## src/rtl/scoreboard_hazard_unit.sv

```systemverilog
// scoreboard_hazard_unit
// Issue-side hazard tracker for long-latency producers (loads with wait
// states, multi-cycle multiplier). It sits at ID, stalls on RAW/WAW
// against pending destinations or when the tracker is full, and retires
// entries on writeback.
// Optional feature macro: SCOREBOARD_WB_BYPASS_EN. When defined, a register
// retiring this cycle is treated as available because the regfile write-through
// supplies the value.
// stall is combinational; all other outputs are registered.

module scoreboard_hazard_unit #(
    parameter int unsigned MAX_OUTSTANDING = 4,
    localparam int unsigned CNT_W = $clog2(MAX_OUTSTANDING + 1)
) (
    input  logic             clk,
    input  logic             rst,
    input  logic             issue_valid,
    input  logic [4:0]       issue_rs1,
    input  logic [4:0]       issue_rs2,
    input  logic             issue_use_rs1,
    input  logic             issue_use_rs2,
    input  logic [4:0]       issue_rd,
    input  logic             issue_reg_wr,
    input  logic             issue_long,
    input  logic             flush,
    input  logic             wb_valid,
    input  logic [4:0]       wb_rd,
    output logic             stall,
    output logic [CNT_W-1:0] outstanding,
    output logic [31:0]      pending_vec,
    output logic             sb_error
);

    logic             wb_err;
    logic             clr;
    logic [31:0]      pend_eff;
    logic             raw;
    logic             waw;
    logic             full;
    logic             set;
    logic [31:0]      pending_nxt;
    logic [CNT_W-1:0] outstanding_nxt;

    // Writeback classification: legal retirement vs. error (no state change on error)
    always_comb begin
        wb_err = wb_valid && (((wb_rd != 5'd0) && !pending_vec[wb_rd]) ||
                              (outstanding == CNT_W'(0)));
        clr    = wb_valid && (wb_rd != 5'd0) && pending_vec[wb_rd] && !wb_err;
    end

    // Effective pending view used by the hazard checks
    always_comb begin
`ifdef SCOREBOARD_WB_BYPASS_EN
        pend_eff = pending_vec & ~(clr ? (32'd1 << wb_rd) : 32'd0);
`else
        pend_eff = pending_vec;
`endif
    end

    // Hazard detection and issue decision; flush squashes both stall and set
    always_comb begin
        raw   = (issue_use_rs1 && (issue_rs1 != 5'd0) && pend_eff[issue_rs1]) ||
                (issue_use_rs2 && (issue_rs2 != 5'd0) && pend_eff[issue_rs2]);
        waw   = issue_reg_wr && (issue_rd != 5'd0) && pend_eff[issue_rd];
        full  = issue_long && issue_reg_wr && (issue_rd != 5'd0) &&
                (outstanding == CNT_W'(MAX_OUTSTANDING));
        stall = issue_valid && !flush && (raw || waw || full);
        set   = issue_valid && !flush && !stall &&
                issue_long && issue_reg_wr && (issue_rd != 5'd0);
    end

    // Next-state: clear first so a same-register set wins
    always_comb begin
        pending_nxt = pending_vec;
        if (clr) begin
            pending_nxt[wb_rd] = 1'b0;
        end
        if (set) begin
            pending_nxt[issue_rd] = 1'b1;
        end
        pending_nxt[0] = 1'b0;

        outstanding_nxt = outstanding;
        case ({set, clr})
            2'b10:   outstanding_nxt = outstanding + CNT_W'(1);
            2'b01:   outstanding_nxt = outstanding - CNT_W'(1);
            default: outstanding_nxt = outstanding;
        endcase
    end

    // State registers with synchronous reset; sb_error is sticky until reset
    always_ff @(posedge clk) begin
        if (rst) begin
            pending_vec <= 32'd0;
            outstanding <= CNT_W'(0);
            sb_error    <= 1'b0;
        end else begin
            pending_vec <= pending_nxt;
            outstanding <= outstanding_nxt;
            sb_error    <= sb_error | wb_err;
        end
    end

endmodule
```

## config.mk

```make
export PLATFORM = sky130hd
export DESIGN_NAME = scoreboard_hazard_unit
export DESIGN_NICKNAME = d
export VERILOG_FILES = /design/src/rtl/scoreboard_hazard_unit.sv
export SDC_FILE = /design/constraint.sdc
export NUM_CORES = 1
export LEC_CHECK = 0
export ABC_AREA = 1
export ABC_CLOCK_PERIOD_IN_PS = 2600
export BUFFER_PORTS_ARGS = -buffer_cell sky130_fd_sc_hd__buf_4
export CAP_MARGIN = 15
export CORE_ASPECT_RATIO = 1.75
export CORE_MARGIN = 1
export CORE_UTILIZATION = 52
export CTS_BUF_LIST = sky130_fd_sc_hd__clkbuf_8
export DETAILED_ROUTE_END_ITERATION = 8
export GPL_ROUTABILITY_DRIVEN = 0
export PLACE_DENSITY = 0.8
export SYNTH_ARGS = -nofsm -noshare
export SYNTH_HDL_FRONTEND = slang
export SYNTH_SLANG_ARGS = --single-unit
```

## constraint.sdc

```tcl
create_clock -name clk -period 2.6 [get_ports clk]
set_input_delay 0.26 -clock clk [delete_from_list [all_inputs] [get_ports clk]]
set_output_delay 0.26 -clock clk [all_outputs]
set_load 0.005 [all_outputs]
```

# Yosys cells after proc, flatten, opt, wreduce, memory -nomap -nowiden
# Cells that the tools add are included.
[classes]
add_sub_neg = 2
n_lt_le_gt_ge = 6
eq_ne = 3
n_mux = 15
n_bitwise = 4
n_reduce_logical = 36
[op_table]
columns = ["operator", "count"]
rows = [
  ["two-way mux 32 bit", 2],
  ["AND 32 bit", 1],
  ["inverter 32 bit", 1],
  ["bitwise OR 32 bit", 1],
  ["< comparator 5 x 6 -> 1 bit, second input constant", 4],
  ["logical AND 1 bit", 22],
  ["binary-select mux 1 bit (select 5 bit)", 4],
  ["nonzero test 5 bit", 4],
  ["demux 1 bit (select 5 bit)", 2],
  [">= comparator 5 x 1 -> 1 bit, second input constant", 2],
  ["two-way mux 1 bit", 6],
  ["one-hot mux 3 bit (2 select lines)", 1],
  ["logical NOT 1 bit", 4],
  ["logical OR 1 bit", 4],
  ["adder 3 x 1 -> 3 bit, second input constant", 1],
  ["== test 3 bit, second input constant", 1],
  ["logical NOT 3 bit", 1],
  ["subtractor 3 x 1 -> 3 bit, second input constant", 1],
  ["== test 2 x 1 -> 1 bit, second input constant", 1],
  ["== test 2 bit, second input constant", 1],
  ["nonzero test 2 bit", 1],
  ["bitwise OR 1 bit", 1],
]
[totals]
register_bits = 36
out_inout_bits = 37
word_cells = 70

# Longest topological paths before layout
[depth]
ltp_word = 14
mapped_depth = 23

# Worst setup path after synthesis
# No wires, ideal clock.
[synth_timing]
path_kind = "input to register"
start = "input port issue_rs2[1]"
end = "register outstanding[2]"
setup_time_ns = 0.058
t_arrival_ns = 2.413
t_required_ns = 2.542
path_slack_ns = 0.130
cell_stages = 19
path_buffers = 2
path_cell_list = "buf_4 -> clkinv_1 -> nor2_1 -> o21ai_0 -> a21boi_0 -> nor2_1 -> nand2_1 -> nand2_1 -> nor2_2 -> nor2_4 -> buf_6 -> nand2_1 -> ha_1 -> inv_1 -> fa_1 -> a21oi_1 -> o21ai_0 -> a21oi_1 -> o21a_1"
[synth_between]
elab_chain_cells = 14
elab_cells_between_ends = 18
cone_classes = "2 x eq/ne; 3 x mux; 13 x reduce/logical"
[synth_lines]
columns = ["item", "line", "source"]
rows = [
  ["from (decl)", "19", "input logic [4:0] issue_rs2,"],
  ["binary-select mux 1 bit (select 5 bit) / nonzero test 5 bit (equally long branches)", "63", "(issue_use_rs2 && (issue_rs2 != 5'd0) && pend_eff[issue_rs2]);"],
  ["two-way mux 1 bit (not written as such) / logical AND 1 bit (equally long branches)", "63", ""],
  ["logical AND 1 bit (*)", "63", ""],
  ["logical OR 1 bit (*)", "62", "raw = (issue_use_rs1 && (issue_rs1 != 5'd0) && pend_eff[issue_rs1]) ||"],
  ["logical OR 1 bit (*) (2 in a row)", "67", "stall = issue_valid && !flush && (raw || waw || full);"],
  ["logical AND 1 bit (*)", "67", ""],
  ["logical NOT 1 bit (*)", "68", "set = issue_valid && !flush && !stall &&"],
  ["logical AND 1 bit (*) (2 in a row)", "68", ""],
  ["logical AND 1 bit (*) (2 in a row)", "69", "issue_long && issue_reg_wr && (issue_rd != 5'd0);"],
  ["== test 2 x 1 -> 1 bit / == test 2 bit (equally long branches)", "84", "case ({set, clr})"],
  ["one-hot mux 3 bit (2 select lines) / nonzero test 2 bit (equally long branches)", "n/a", ""],
  ["to (signal assigned)", "99", "outstanding <= outstanding_nxt;"],
  ["to (decl)", "29", "output logic [CNT_W-1:0] outstanding,"],
]
# Mark *: on every way between the ends. The rest lies on a longest branch, timed or not. The select of a mux whose other input is x is not followed.
# A chain may end at the register's enable or synchronous reset.

# Worst setup path in the final report
[layout_timing]
start = "register pending_vec[27]"
end = "register outstanding[2]"
[layout_between]
elab_chain_cells = 14
elab_cells_between_ends = 31
cone_classes = "2 x eq/ne; 9 x mux; 20 x reduce/logical"
[layout_lines]
columns = ["item", "line", "source"]
rows = [
  ["from (decl)", "30", "output logic [31:0] pending_vec,"],
  ["from (signal assigned)", "98", "pending_vec <= pending_nxt;"],
  ["binary-select mux 1 bit (select 5 bit), on equally long branches", "62, 63", ""],
  ["two-way mux 1 bit, on equally long branches", "62, 63", ""],
  ["logical AND 1 bit, on equally long branches", "62, 63", ""],
  ["logical OR 1 bit", "62", ""],
  ["logical OR 1 bit (2 in a row)", "67", ""],
  ["logical AND 1 bit", "67", ""],
  ["logical NOT 1 bit", "68", ""],
  ["logical AND 1 bit (2 in a row)", "68", ""],
  ["logical AND 1 bit (2 in a row)", "69", ""],
  ["== test 2 x 1 -> 1 bit / == test 2 bit (equally long branches)", "84", ""],
  ["one-hot mux 3 bit (2 select lines) / nonzero test 2 bit (equally long branches)", "n/a", ""],
]
# Parallel ways exist; a longest one is shown, timed or not. The select of a mux whose other input is x is not followed.

==> flow_summary.ini <==
[synthesis]
ys_types = 35
synth_fp_nets = 600
ys_ff_latch = 35
synth_warnings = 0
syn_avg_cell_area_um2 = 5.66
yosysSeqAreaShare_pct = 21.7
syn_area_um2 = 3220
synthCells = 569

[critical_path]
cp_common_cell = nand2_1
setup.worst_path.end_class = flip-flop
worstSetupPathType = reg2reg
crit_required_ns = 2.84
critPathMaxFanout = 6
cp.arrival_ns = 2.72
cp-startpoint = pending_vec[27]$_SDFF_PP0_
cp_slowest_stage_delay_ns = 0.49
crit_path_top_delay_cell = dfxtp_1
critical-path-top-delay-family = simple AND/OR/NAND/NOR gates
critPathLaunchType = flip-flop
r2r_start = pending_vec[27]$_SDFF_PP0_
critical_path_buf_inv_count = 1
crit_chain = nand2_1, nand2_1, nand2_1, nand2_1, nand2_1, nand2_1, nor2_1, nand3_1, nand2_1, nand2_2, nor2_4, nand2_1, ha_1, inv_1, fa_1, a21oi_1, o21ai_1, a21oi_1, o21a_1

[drt]
avgRoutedWirePerCell_um = 16.3
num_vias = 4290
detail-route-antenna-nets = 0
drtIter0Drc = 489
first_pass_iters = 5
drc_errors = 0
vias_per_cell = 5.93
wirelength_um = 11800

[clock_network]
cts.root.buffer_cell = clkbuf_8
clk_pin_slew_ns = 0.08
cts.path.max_buffers = 2
clock_sinks = 35
clk_latency_ns = 0.29
cts_tree = built
htreeDepth = 2
postCtsHoldBufs = 0
numCtsBuffers = 5

[finish]
fill_cells = 598
utilization_pct = 66.8
syn_to_final_growth_pct = 22.7
drive_gt1_share_pct = 21.6
regArea_um2 = 726
diodes = 0
multiInputGateArea_um2 = 2100
fin_nets = 675

[die]
top_level_ports = 66
die_y_um = 106
initial_core_util_pct = 54.4
num_rows = 37
die_x_um = 61.5
core_area_um2 = 5930
die-area_um2 = 6530

[timing]
fin_ws_ns = 0.120
setup_tns_ns = 0
fmax_ghz = 0.403
period_share_pct = 95.4
setup_violations = 0
fin_skew_ns = 0.00660
hold_viol_final = 0
drv_slew = 0
whs_ns = 0.261
min_period_ns = 2.48

[placed_design]
dp.final_hpwl_um = 8560
port_buffers = 64
post-place-ws_ns = -0.0372

[global_routing]
grt-ovfl-total = 0
track_usage_pct = 37.5
grt_antenna_before_repair = 0
grt_max_degree = 36
grt_pass1_vias = 3862
grt_first_pass_wirelength_um = 18200

[power]
p_total_mw = 1.33
vdd_drop_max_mv = 0.347
powerDensity_nw_per_um2 = 337
leakage_nw = 1.77

[worst_hold_path]
min_from = wb_valid
min_path_type = in2reg

[run_status]
status = complete, no violations

[run]
cap_violations = 0
[layout make-up]
| cell class | instances | area share, % |
|---|---|---|
| Clock buffer | 6 | 2.09 |
| Clock inverter | 2 | 0.886 |
| Inverter | 47 | 4.52 |
| Multi-Input combinational cell | 458 | 53.2 |
| Sequential cell | 35 | 18.3 |
| Tap cell | 78 | 2.47 |
| Timing Repair Buffer | 97 | 18.5 |
[registers in the layout, summed over array words and instances (netlist names)]
name	cells
pending_vec	31
outstanding	3
sb_error	1
[layer usage]
| metal | wire [um] | vias to the layer above | track usage (%) |
|---|---|---|---|
| met5 | 0 | - | 0 |
| met4 | 1060 | 0 | 25.7 |
| met3 | 1280 | 94 | 6.33 |
| met2 | 5480 | 300 | 60.1 |
| met1 | 3940 | 1884 | 43.4 |
| li1 | - | 2012 | - |
[placed cells by master (no fill, tap or decap), types with 2 or more instances in the layout]
master / count
nand2_2: 5
dfxtp_2: 14
dfxtp_4: 2
nor2_2: 4
inv_1: 43
buf_4: 96
clkbuf_8: 6
o21ai_0: 26
o21ai_1: 26
a21oi_1: 43
nand4_1: 2
nor2_4: 3
o211ai_1: 2
nor2_1: 70
nand2_1: 177
a22oi_1: 14
nand3_1: 59
dfxtp_1: 19
nor3_1: 15
inv_2: 2
[power by group]
part           total [mW]  switching [mW]  internal, mW  leakage (nW)
clock               0.523           0.212         0.310        0.0612
combinational       0.271           0.178        0.0929          1.42
sequential          0.540         0.00317         0.536         0.291
total                1.33           0.394         0.940          1.77
[synthesized netlist by cell type]
master	instances	share of area, %
a21oi_1	43	6.7
buf_2	5	0.78
a22oi_1	14	3.3
a21boi_0	1	0.23
inv_2	2	0.23
or2_2	1	0.19
buf_6	15	5.2
o211ai_1	2	0.47
nand2_2	5	0.97
o22ai_1	1	0.19
buf_4	4	0.93
clkbuf_4	1	0.23
nand3b_1	1	0.23
o21ai_0	28	4.3
dfxtp_1	35	22
clkinv_1	1	0.12
inv_4	1	0.19
nor2_4	3	1.0
nor2_2	3	0.58
nand3_2	1	0.31
clkbuf_1	4	0.47
o21ai_1	24	3.7
nand3_1	59	9.2
fa_1	1	0.62
nand4_1	2	0.39
o21a_1	1	0.23
nand2_1	177	21
a31oi_1	1	0.19
conb_1	1	0.12
a211oi_1	1	0.23
nor3_1	15	2.3
inv_1	43	5.0
o41ai_1	1	0.27
nor2_1	71	8.3
ha_1	1	0.39
[worst paths after layout]
check | end | slack [ns] | cells after the start
hold reg to reg | sb_error$_SDFF_PP0_ | 0.48 | 2
setup reg to reg | outstanding[2]$_SDFFE_PP0P_ | 0.12 | 19
setup / recovery | outstanding[2]$_SDFFE_PP0P_ | 0.12 | 19
hold / removal | sb_error$_SDFF_PP0_ | 0.26 | 3
[worst register-to-register path, delay by kind of cell (launching register included)]
family / cells / cell delay, ns
buffers and inverters: 1 / 0.06
AND/OR/NAND/NOR: 12 / 0.85
flip-flops: 1 / 0.49
AO/OA/AOI/OAI: 4 / 0.52
adder cells (fa/ha/maj): 2 / 0.51
[metrics by stage]
stage / std cells / instance area [um^2]
2_1_floorplan: 569 / 3220
3_3_place_gp: 715 / 3800
3_5_place_dp: 715 / 3800
4_1_cts: 723 / 3920
5_1_grt: 723 / 3960
6_report: 723 / 3960
[cells by family after synthesis]
group | after synthesis | synth area share, %
AND/OR/NAND/NOR | 338 | 44.1
AO/OA/AOI/OAI | 117 | 19.8
buffers and inverters | 76 | 13.2
flip-flops | 35 | 21.7
adder cells (fa/ha/maj) | 2 | 1.01
other | 1 | 0.116
[what timing repair did]
| action | 4_1_cts | 5_1_grt |
|---|---|---|
| resized for setup | 0 | 22 |
| buffers inserted | 0 | 0 |
| endpoints found under the setup margin | 0 | 3 |
Power figures use the tool's default switching activity.
